==> src/rtl/system_define.sv <==
// system_define: system-wide core counts for the H-to-V interconnect
`ifndef SYSTEM_DEFINE_SV
`define SYSTEM_DEFINE_SV
`define NUM_CORE_H 6
`endif

==> src/rtl/arbiter_pkg.sv <==
// arbiter_pkg: shared types, limits and helpers for the H-to-V request arbiter
package arbiter_pkg;
    localparam int ARB_MAX_REQ = 32;
    localparam int ARB_IDX_W = $clog2(ARB_MAX_REQ);
    typedef enum logic {ARB_IDLE, ARB_GRANT} arb_state_e;
    function automatic logic [ARB_IDX_W-1:0] onehot_to_idx(input logic [ARB_MAX_REQ-1:0] oh);
        logic [ARB_IDX_W-1:0] idx;
        idx = '0;
        for (int i = 0; i < ARB_MAX_REQ; i++) idx = oh[i] ? (idx | ARB_IDX_W'(i)) : idx;
        return idx;
    endfunction
endpackage

==> src/rtl/arbiter_rr_pick.sv <==
// arbiter_rr_pick: combinational winner search, descending from ptr-1 (ptr forced to 0 in fixed mode)
module arbiter_rr_pick #(
    parameter int NUM_REQ = 6,
    parameter int IDX_W = $clog2(NUM_REQ)
) (
    input  logic [NUM_REQ-1:0] req,
    input  logic [IDX_W-1:0]   ptr,
    input  logic               mode_rr,
    output logic [NUM_REQ-1:0] win,
    output logic [IDX_W-1:0]   win_idx
);
    localparam logic [IDX_W:0] NUM_W = (IDX_W+1)'(NUM_REQ);
    logic [IDX_W-1:0]   eff_ptr;
    logic [IDX_W-1:0]   enc;
    logic [NUM_REQ-1:0] rot;
    logic [NUM_REQ-1:0] win_rot;
    function automatic logic [IDX_W-1:0] wrap_add(input logic [IDX_W-1:0] a, input logic [IDX_W-1:0] b);
        logic [IDX_W:0] s;
        s = {1'b0, a} + {1'b0, b};
        return (s >= NUM_W) ? IDX_W'(s - NUM_W) : s[IDX_W-1:0];
    endfunction
    // rotate so ptr-1 lands on the top bit, take the highest set bit, rotate the result back
    always_comb begin
        eff_ptr = mode_rr ? ptr : '0;
        rot     = '0;
        enc     = '0;
        win     = '0;
        for (int i = 0; i < NUM_REQ; i++) rot[i] = req[wrap_add(IDX_W'(i), eff_ptr)];
        for (int i = 0; i < NUM_REQ; i++) enc = rot[i] ? IDX_W'(i) : enc;
        win_rot = (|rot) ? (NUM_REQ'(1) << enc) : '0;
        for (int i = 0; i < NUM_REQ; i++) win[wrap_add(IDX_W'(i), eff_ptr)] = win_rot[i];
        win_idx = (|rot) ? wrap_add(enc, eff_ptr) : '0;
    end
endmodule

==> src/rtl/arbiter_rr_hv.sv <==
// arbiter_rr_hv: registered fixed/round-robin arbiter with grant hold and timeout preemption
`include "system_define.sv"
module arbiter_rr_hv
    import arbiter_pkg::*;
#(
    parameter int NUM_REQ = `NUM_CORE_H,
    parameter int MAX_HOLD = 16,
    parameter int IDX_W = $clog2(NUM_REQ)
) (
    input  logic               clk,
    input  logic               rst_n,
    input  logic               mode_rr,
    input  logic [NUM_REQ-1:0] req,
    output logic [NUM_REQ-1:0] grant,
    output logic               grant_valid,
    output logic [IDX_W-1:0]   grant_idx,
    output logic               preempt
);
    localparam int HOLD_W = (MAX_HOLD < 1) ? 1 : $clog2(MAX_HOLD + 1);
    localparam logic [HOLD_W-1:0] HOLD_MAX = HOLD_W'(MAX_HOLD);
    localparam logic [HOLD_W-1:0] HOLD_LAST = HOLD_W'((MAX_HOLD == 0) ? 0 : MAX_HOLD - 1);
    arb_state_e         state_q, state_d;
    logic [IDX_W-1:0]   ptr_q, ptr_d;
    logic [HOLD_W-1:0]  hold_q, hold_d;
    logic [NUM_REQ-1:0] grant_q, grant_d;
    logic [IDX_W-1:0]   idx_q, idx_d;
    logic               valid_q, valid_d;
    logic               preempt_q, preempt_d;
    logic [NUM_REQ-1:0] pick_grant;
    logic [IDX_W-1:0]   pick_idx;
    logic               own_req;
    logic               timeout;
    arbiter_rr_pick #(.NUM_REQ(NUM_REQ), .IDX_W(IDX_W)) u_pick (
        .req     (req),
        .ptr     (ptr_q),
        .mode_rr (mode_rr),
        .win     (pick_grant),
        .win_idx (pick_idx)
    );
    assign own_req = |(req & grant_q);
    assign timeout = (MAX_HOLD != 0) && (hold_q == HOLD_LAST) && (|(req & ~grant_q));
    // next state: arbitrate in IDLE; in GRANT hold, or drop on release / contended timeout
    always_comb begin
        state_d   = state_q;
        ptr_d     = ptr_q;
        hold_d    = hold_q;
        grant_d   = grant_q;
        idx_d     = idx_q;
        valid_d   = valid_q;
        preempt_d = 1'b0;
        if (state_q == ARB_IDLE) begin
            if (|req) begin
                state_d = ARB_GRANT;
                grant_d = pick_grant;
                idx_d   = pick_idx;
                valid_d = 1'b1;
                hold_d  = '0;
            end
        end else if (!own_req || timeout) begin
            state_d   = ARB_IDLE;
            grant_d   = '0;
            idx_d     = '0;
            valid_d   = 1'b0;
            ptr_d     = idx_q;
            hold_d    = '0;
            preempt_d = own_req;
        end else begin
            hold_d = (hold_q == HOLD_MAX) ? hold_q : hold_q + 1'b1;
        end
    end
    // state and output registers; reset drops any grant at once
    always_ff @(posedge clk or negedge rst_n) begin
        if (!rst_n) begin
            state_q   <= ARB_IDLE;
            ptr_q     <= '0;
            hold_q    <= '0;
            grant_q   <= '0;
            idx_q     <= '0;
            valid_q   <= 1'b0;
            preempt_q <= 1'b0;
        end else begin
            state_q   <= state_d;
            ptr_q     <= ptr_d;
            hold_q    <= hold_d;
            grant_q   <= grant_d;
            idx_q     <= idx_d;
            valid_q   <= valid_d;
            preempt_q <= preempt_d;
        end
    end
    assign grant       = grant_q;
    assign grant_valid = valid_q;
    assign grant_idx   = idx_q;
    assign preempt     = preempt_q;
    grant_onehot_a: assert property (@(posedge clk) disable iff (!rst_n) $onehot0(grant_q));
    grant_idx_a: assert property (@(posedge clk) disable iff (!rst_n)
        valid_q |-> (onehot_to_idx(ARB_MAX_REQ'(grant_q)) == ARB_IDX_W'(idx_q)));
endmodule

==> config.mk <==
export PLATFORM = sky130hd
export DESIGN_NAME = arbiter_rr_hv
export DESIGN_NICKNAME = d
export VERILOG_FILES = /design/src/rtl/arbiter_pkg.sv /design/src/rtl/arbiter_rr_pick.sv /design/src/rtl/arbiter_rr_hv.sv
export VERILOG_INCLUDE_DIRS = /design/src /design/src/rtl
export SDC_FILE = /design/constraint.sdc
export NUM_CORES = 1
export LEC_CHECK = 0
export CAP_MARGIN = 25
export CORE_UTILIZATION = 50
export CTS_CLUSTER_DIAMETER = 40
export DETAILED_ROUTE_END_ITERATION = 10
export PLACE_DENSITY = 0.7
export RECOVER_POWER = 100
export SLEW_MARGIN = 10
export SYNTH_ARGS = -nofsm -noshare
export SYNTH_HDL_FRONTEND = slang
export SYNTH_HIERARCHICAL = 1
export SYNTH_SLANG_ARGS = --single-unit
==> constraint.sdc <==
create_clock -name clk -period 4.7 [get_ports clk]
set_input_delay 0.94 -clock clk [delete_from_list [all_inputs] [get_ports clk]]
set_output_delay 0.94 -clock clk [all_outputs]
set_load 0.02 [all_outputs]
==> results.toml <==
[power]
power.density_nw_per_um2 = 566.8
vdd_drop_max_v = 0.0003139
p_leak_nw = 1.414
finalPower_w = 0.001735

[cells_and_area]
n_fill_cell = 451
final_common_cell = "buf_4"
final_net_count = 374
most-common-layout-cells = "40 x buf_4, 25 x nand2_1, 22 x nor2_1"
antenna_cells = 0
seqCellArea_um2 = 500.5
syn2layout_area_growth_pct = 20.67
fin_util_pct = 63.53
multiInputGateArea_um2 = 1849
drive_above_1_share_pct = 20.11

[worst_setup_path]
critPathMaxFanout = 12
crit_type = "input port to flop"
r2r_setup_slack_ps = 810
path_depth = 16
crit_required_ps = 4880
critPathSlowestCell = "o41ai_1"
r2r_end = "grant[5]$_DFFE_PN0P_"
r2r_cells = 15
start_kind = "input port"
cp-end-kind = "flop"
path_cells = "clkbuf_1 -> nand2_1 -> inv_1 -> ha_1 -> buf_4 -> a21oi_1 -> a211o_1 -> buf_4 -> a211oi_2 -> buf_4 -> o2111ai_2 -> o41ai_1 -> o22ai_1 -> a22oi_1 -> mux2i_1 -> o2bb2ai_1"
cp_top_family = "compound AO/OA/AOI/OAI gates"
critPathCapture = "grant[5]$_DFFE_PN0P_"
reg2reg_from = "ptr_q[1]$_DFFE_PN0P_"
max_stage_delay_ps = 580
startpoint = "mode_rr"
cp_num_buf_inv = 5
worstPathArrival_ps = 4480
crit_top_cell = "buf_4"

[grt]
grt_pass1_vias = 2347
gr-total-overflow = 0
grt_pass1_wl_um = 11670
antenna_found_initial = 0
grt.total_usage_pct = 28.24
grt_max_degree = 22
use_met3_pct = 4.558
met2_usage_pct = 42.80
top_usage_layer = "met2"
grtUsageMet1_pct = 42.39

[synthesis]
synth-edff-count = 0
ys_seq_area_share_pct = 19.73
ys_seq_elements = 20
netlist_instances = 310
avgSynthCellArea_um2 = 8.181
synth_area_um2 = 2536
synth.distinct_cells = 75
synth_fp_nets = 330
synth-main-ff-cell = "dfrtp_1"
async_reset_ff_share_pct = 100.0
ys_warn_count = 6

[cts]
clockBufferDepth = 2
clkSinkCount = 20
clk_pin_slew_ps = 80
clock_latency_ps = 260
cts_setup_buffers = 0
cts_tree = "done"
root_buffer = "clkbuf_8"
cts_made_buffers = 3
cts_htree_levels = 1

[sta]
rsz0062_at_grt = "no"
finalMaxSlewViolations = 0
hold_viol_final = 0
relSlewSlack_pct = 39.75
min_period_over_period_pct = 91.45
final-setup-viol-count = 0
worst_slew_pin_slew_ps = 900.7
finClkSkew_ps = 3.900
fin_crit_ps = 4298
timing.fmax_ghz = 0.2327

[drt]
wl_um = 7207
vias_per_cell = 6.345
drt_pass1_iterations = 5
vias = 2665
route.detailed.drc = 0
wire_per_inst_um = 17.16
detail-route-antenna-nets = 0
drt-initial-drc-count = 241

[job]
max_cap_violations = 0

[die]
die_area_um2 = 5361
ioPinCount = 20
die-width_um = 73.22
core.rowCount = 25
core_area_um2 = 4817
start_util_pct = 52.65
die_y_um = 73.22

[hold_path]
worstHoldPathCells = 1
hold_class = "flop to flop"

[place]
io_buffers = 19
hpwl_um = 5539
gp_congestion = 0.9843

[outcome]
status = "complete, no violations"
per-layer routing:
metal,part of all wire (%),vias to the layer above
met4,1.8,0
li1,-,1276
met3,7.8,14
met2,44,122
met5,0,-
met1,46,1253
cells in the mapped netlist, drive strengths merged (3+ instances only):
master   instances  area share (%)
nand2           26             4.1
nor2            22             3.3
dfrtp           20              20
inv             18             2.7
a21oi           14             2.8
mux2i           14             5.5
o21ai           13             3.0
buf             12             2.7
ha              11             5.4
nand3           11             2.2
o2bb2ai          9             3.1
clkbuf           8             1.2
o22ai            8             2.0
a22oi            7             2.3
and3             7             1.9
nor3             7             1.4
a211o            6             2.1
a211oi           6             2.4
mux2             6             2.7
and2             5             1.2
nand2b           5             1.3
nand4            5             1.2
o32ai            5             2.3
a22o             4             1.4
xnor2            4             1.4
nand3b           3            0.89
nor2b            3            0.74
nor3b            3             1.1
nor4             3            0.74
or2              3            0.74
or3              3            0.74
worst min-delay path by stage:
stage	slack [ps]	startpoint	endpoint
2_1_floorplan	490	ptr_q[2]$_DFFE_PN0P_	ptr_q[2]$_DFFE_PN0P_
3_3_place_gp	530	hold_q[4]$_DFFE_PN0P_	hold_q[4]$_DFFE_PN0P_
3_5_place_dp	530	hold_q[4]$_DFFE_PN0P_	hold_q[4]$_DFFE_PN0P_
4_1_cts	550	hold_q[4]$_DFFE_PN0P_	hold_q[4]$_DFFE_PN0P_
5_1_grt	570	hold_q[4]$_DFFE_PN0P_	hold_q[4]$_DFFE_PN0P_
6_report	550	hold_q[4]$_DFFE_PN0P_	hold_q[4]$_DFFE_PN0P_
power breakdown:
group          switching (W)  total, W  leakage (nW)  internal [W]
Clock              0.0000587  0.000172        0.0357      0.000114
Sequential         0.0000701  0.000292         0.266      0.000221
Combinational       0.000696   0.00127          1.11      0.000575
what timing repair did:
action / CTS / global route
hold buffers: 0 / 0
setup endpoints to repair: 0 / 2
gates resized for setup: 0 / 5
cell families (layout without fill, tap and decap cells):
family,Yosys count,in the layout,share of synthesized area (%)
multiplexers,21,21,9.077
adder cells (fa/ha/maj),11,11,5.427
flip-flops,20,20,19.73
XOR/XNOR,4,4,1.381
AO/OA/AOI/OAI,99,99,31.67
AND/OR/NAND/NOR,116,116,26.05
buffers and inverters,39,82,6.660
flip-flops by register name, indices dropped and copies added, names as in the netlist:
name         flops
grant_idx        3
ptr_q            3
state_q          1
grant_valid      1
hold_q           5
preempt          1
grant            6
metrics by stage:
step	hold WS, ps	setup slack, ps	setup TNS, ps	cell area (um^2)	std cells
6_report	548.9	401.7	0	3060	420
5_1_grt	567.2	127.6	0	3060	420
4_1_cts	549.6	167.2	0	3084	420
3_5_place_dp	531.0	-113.3	-202.2	3013	416
3_3_place_gp	525.0	-76.53	-117.6	3013	416
2_1_floorplan	488.5	150.1	0	2536	310
area by class of cell:
cell class / instances / area share (%)
multi-input combinational: 251 / 60.42
sequential: 20 / 16.35
timing repair buffer: 59 / 15.82
tap: 67 / 2.739
inverter: 19 / 2.330
clock buffer: 3 / 1.349
clock inverter: 1 / 0.9812
Note: power is estimated with default switching activity, not from simulation.
==> RTL edit 1: new RTL, same flow settings <==
`MAX_HOLD`: 16 -> 64.
--- a/src/rtl/arbiter_rr_hv.sv
+++ b/src/rtl/arbiter_rr_hv.sv
@@ -6,3 +6,3 @@
     parameter int NUM_REQ = `NUM_CORE_H,
-    parameter int MAX_HOLD = 16,
+    parameter int MAX_HOLD = 64,
     parameter int IDX_W = $clog2(NUM_REQ)
Behaviour: no difference found for any inputs over 10 cycles, from zero or initial values and one cycle with rst_n low; that may be too few to reach the edited logic, so the function may still have changed.
==> RTL edit 1 against the unedited design <==
Critical path depth is 1 lower; routed wire length up 3.9%; sequential cell count is 2 higher; sequential power increased by 2%; final area is 2.6% higher; synthesized area is 1.6% higher; clock power decreased by 22%; count of clock-buffer cells in the layout is 1 higher; worst setup slack worse by 0.22 ns; first-iteration DRC count fell by 0.83%; final cell count rose by 6.0%; worst hold slack lost 0.0062 ns; total power rose by 4.1%; critical path type unchanged; largest cell class unchanged.
==> RTL edit 1: results <==
metrics = {
    "placed_design": {
        "port_buffers": 19,
        "dpl.hpwl_um": 5710,
        "finalWeightedCongestion": 0.974,
        "pre_cts_ws_ns": 0.00705,
        "placedCellCount": 440,
    },
    "critical_path": {
        "crit_path_end_kind": "flop",
        "cp_max_fo": 11,
        "rrSetupSlack_ns": 0.91,
        "rr_endpoint": "grant[5]",
        "cp_slowest_stage_delay_ns": 0.62,
        "rr_startpoint": "ptr_q[2]",
        "cpMaxStageDelayCell": "o41ai_1",
        "reg2reg_depth": 15,
        "crit_arrival_ns": 4.73,
    },
    "cts": {
        "cts_max_level": 1,
        "post_cts.repair.setup_buffers": 0,
        "max-clock-path-buffers": 2,
        "cts_buffers": 3,
        "clk_latency_ns": 0.26,
        "cts_root_buf": "clkbuf_8",
        "path_clk_slew_ns": 0.07,
    },
    "logic_synthesis": {
        "yosysWarnings": 6,
        "synth_area_leaders": "dfrtp_1 (21%), nand2_1 (5.1%), ha_1 (4.9%)",
        "synthArstFlopShare_pct": 100,
        "ys_types": 71,
        "synthTopCellsByCount": "nand2_1 (35), nor2_1 (24), dfrtp_1 (22)",
        "seq_area_frac_synth_pct": 21.4,
        "syn-num-nets": 350,
        "synth_flop_cell": "dfrtp_1",
        "postSynthCellCount": 331,
    },
    "detailed_routing": {
        "via_per_inst": 6.42,
        "drt_iter0_drc": 239,
        "drt_wl_total_um": 7490,
    },
    "timing": {
        "fin_setup_tns_ns": 0,
        "relSlewSlack_pct": 35.7,
        "fin_skew_ns": 0.00197,
    },
    "finish": {
        "drive_gt1_share_pct": 19.6,
        "regMostFlops": "hold_q",
        "largest_register_ff_count": 7,
        "antenna_cells": 0,
        "nets": 398,
        "final_cells": 445,
    },
    "grt": {
        "gr-usage-all-layers_pct": 29.7,
        "grt_pass1_vias": 2531,
        "grt_pass1_wl_um": 12400,
        "grt_max_degree": 23,
        "antenna_found_initial": 0,
    },
    "power_and_ir_drop": {
        "power_leakage_nw": 1.42,
        "ir_worst_vdd_uv": 260,
    },
    "worst_hold_path": {
        "hold_start": "hold_q[2]",
        "min_delay_path_depth": 1,
        "hold_path.class": "flop to flop",
        "min_to": "hold_q[2]",
    },
    "outcome": {
        "outcome": "complete, no violations",
    },
}
RTL edit 1: critical path, delay by kind of cell:
| kind | cells | cell delay [ns] |
|---|---|---|
| adders and majority gates | 1 | 0.43 |
| AOI/OAI and AO/OA | 8 | 2.08 |
| and+or+nand+nor | 1 | 0.05 |
| buffers and inverters | 5 | 1.22 |
RTL edit 1: final cells by class:
type | instances | area, um^2
Clock buffer | 4 | 55.1
Fill cell | 407 | 1710
Tap cell | 67 | 83.8
Sequential cell | 22 | 551
Timing Repair Buffer | 62 | 509
Multi-Input combinational cell | 270 | 1860
Inverter | 20 | 78.8
RTL edit 1: worst max-delay path by stage:
stage                     startpoint           end  slack (ns)  depth (start not counted)
after global placement       mode_rr  grant_idx[1]        0.08                         19
after global routing         mode_rr  grant_idx[1]        0.02                         20
after detailed placement     mode_rr  grant_idx[2]       0.007                         19
final                        mode_rr      grant[5]        0.18                         15
after floorplan              mode_rr  grant_idx[2]        0.14                         19
after CTS                    mode_rr  grant_idx[2]        0.28                         19
RTL edit 1: metrics by stage:
stage                     util [%]  area, um^2  hold slack (ns)
after floorplan                  -        2580            0.486
after global placement        63.6        3080            0.523
after detailed placement      63.6        3080            0.528
after CTS                     64.7        3140            0.540
after global routing          64.8        3140            0.573
final                         64.8        3140            0.543
RTL edit 1: cells by family after synthesis:
group | count (synthesis) | synth area share, %
simple gates | 133 | 28.5
compound gates | 110 | 31.9
buf+inv | 39 | 6.16
flops | 22 | 21.4
mux | 14 | 6.16
fa+ha+maj | 10 | 4.85
xor+xnor | 3 | 1.02
RTL edit 1: layer usage:
layer	vias up	wire, um	track usage (%)
li1	1363	-	-
met4	0	56	4.91
met1	1350	3440	43.5
met2	135	3320	44.4
met5	-	0	0
met3	9	672	7.27
RTL edit 1: repair_timing:
action	4_1_cts	5_1_grt
hold buffers	0	0
setup endpoints to repair	0	2
gates resized for setup	0	3
RTL edit 1: where the power goes:
group	total [mW]	internal [mW]	switching, mW
Sequential	0.299	0.240	0.0589
Combinational	1.37	0.611	0.762
Clock	0.134	0.0747	0.0594
Total	1.81	0.926	0.881
==> RTL edit 2: new RTL, config.mk and constraints unchanged <==
Made on the original files. `hold_q` no longer has a reset.
--- a/src/rtl/arbiter_rr_hv.sv
+++ b/src/rtl/arbiter_rr_hv.sv
@@ -75,3 +75,2 @@
             ptr_q     <= '0;
-            hold_q    <= '0;
             grant_q   <= '0;
@@ -83,3 +82,2 @@
             ptr_q     <= ptr_d;
-            hold_q    <= hold_d;
             grant_q   <= grant_d;
@@ -89,2 +87,6 @@
         end
+    end
+
+    always_ff @(posedge clk) begin
+        hold_q <= hold_d;
     end
Check against the original RTL: same outputs for any inputs over 10 cycles, from zero or initial values and one cycle with rst_n low; that may be too few to reach the edited logic, so the function may still have changed.
==> RTL edit 2 against the unedited design <==
Largest power group unchanged; synthesized area is 0.84% lower; critical path depth is 3 higher; via count hardly changed; worst setup slack better by 0.013 ns; global-route usage is 0.56 points lower; sequential cell count stayed put; sequential share of layout area is 1.3 points higher; final area is 2.9% lower; routed wire length is 0.17% lower; worst hold slack worse by 0.051 ns; total power is 18% higher.
==> RTL edit 2: results <==
metrics = {
    "grt": {
        "gr-usage-all-layers_pct": 27.7,
        "grt_pass1_wl_um": 11400,
        "grt_pass1_vias": 2369,
        "grt_max_degree": 24,
    },
    "critical_path": {
        "cp_slowest_stage_delay_ns": 0.34,
        "rrSetupSlack_ns": 0.91,
        "cp_max_fo": 9,
        "cpMaxStageDelayCell": "a211o_1",
        "crit_arrival_ns": 4.46,
    },
    "timing": {
        "fin_crit_ns": 4.28,
        "relSlewSlack_pct": 52.3,
        "whs_ns": 0.498,
        "fin_skew_ns": 0.00731,
    },
    "finish": {
        "n_fill_cell": 467,
        "layout_commonest_cell": "nand2_1",
        "final_cells": 422,
        "antenna_cells": 0,
        "nets": 376,
        "drive_gt1_share_pct": 17.5,
        "syn_to_final_growth_pct": 18.2,
    },
    "logic_synthesis": {
        "ys_types": 70,
        "syn-num-nets": 337,
        "synth_area_leaders": "dfrtp_1 (15%), edfxtp_1 (6.0%), mux2i_1 (5.6%)",
        "seq_area_frac_synth_pct": 20.9,
        "synth_area_per_cell_um2": 7.93,
        "synthTopCellsByCount": "nand2_1 (36), nor2_1 (25), o22ai_1 (17)",
        "synthArstFlopShare_pct": 75.0,
    },
    "detailed_routing": {
        "drt_iter0_drc": 212,
        "drt_wl_total_um": 7200,
        "via_per_inst": 6.31,
    },
    "placed_design": {
        "pre_cts_ws_ns": -0.0570,
        "dpl_cell_area_mm2": 0.00296,
        "finalWeightedCongestion": 0.977,
        "dpl.hpwl_um": 5510,
        "placedCellCount": 418,
    },
    "power_and_ir_drop": {
        "ir_worst_vdd_uv": 389,
        "power_leakage_nw": 1.36,
    },
    "outcome": {
        "outcome": "complete, no violations",
    },
    "cts": {
        "cts_root_buf": "clkbuf_8",
    },
}
-- RTL edit 2: cell types whose count changed in the layout (fill, tap and decap cells not counted), sizes merged, moves of 3 or more --
cell / unedited run / this run
nor2: 22 / 25
o2bb2ai: 9 / 0
buf: 40 / 35
o22ai: 8 / 17
edfxtp: 0 / 5
dfrtp: 20 / 15
nand2: 26 / 38
o32ai: 5 / 2
a22o: 4 / 0
-- RTL edit 2: cells by family after synthesis --
logic type,share of synthesized area [%]
buffers and inverters,6.32
flip-flops,20.9
AND/OR/NAND/NOR,27.7
multiplexers,9.15
AO/OA/AOI/OAI,28.8
adder cells (fa/ha/maj),5.47
XOR/XNOR,1.74
-- RTL edit 2: worst paths after layout --
check                          endpoint  cells after the start   startpoint
min in group asynchronous  grant_idx[1]                      1        rst_n
min reg2reg                 grant_valid                      2  grant_valid
max reg2reg                grant_idx[1]                     18     ptr_q[1]
min                         grant_valid                      2  grant_valid
max in group asynchronous   grant_valid                      1        rst_n
max                        grant_idx[1]                     19      mode_rr
-- RTL edit 2: per-layer routing --
layer | vias up | wire length (um) | part of all wire [%] | global-route usage [%]
li1 | 1272 | - | - | -
met1 | 1271 | 3190 | 44 | 37.7
met2 | 106 | 3400 | 47 | 46.0
met3 | 14 | 435 | 6.0 | 3.18
met4 | 0 | 171 | 2.4 | 8.50
met5 | - | 0 | 0 | 0
-- RTL edit 2: cell type report --
class	instances	share of cell area, %
clock buffers	4	1.52
inverters	19	2.40
multi-input cells	258	60.6
flip-flops and latches	20	17.7
well taps	67	2.82
repair buffers	54	15.0
-- RTL edit 2: power breakdown --
part           internal [mW]  switching, mW
Combinational          0.717          0.896
Sequential             0.242         0.0843
Clock                 0.0603         0.0536
Total                   1.02           1.03
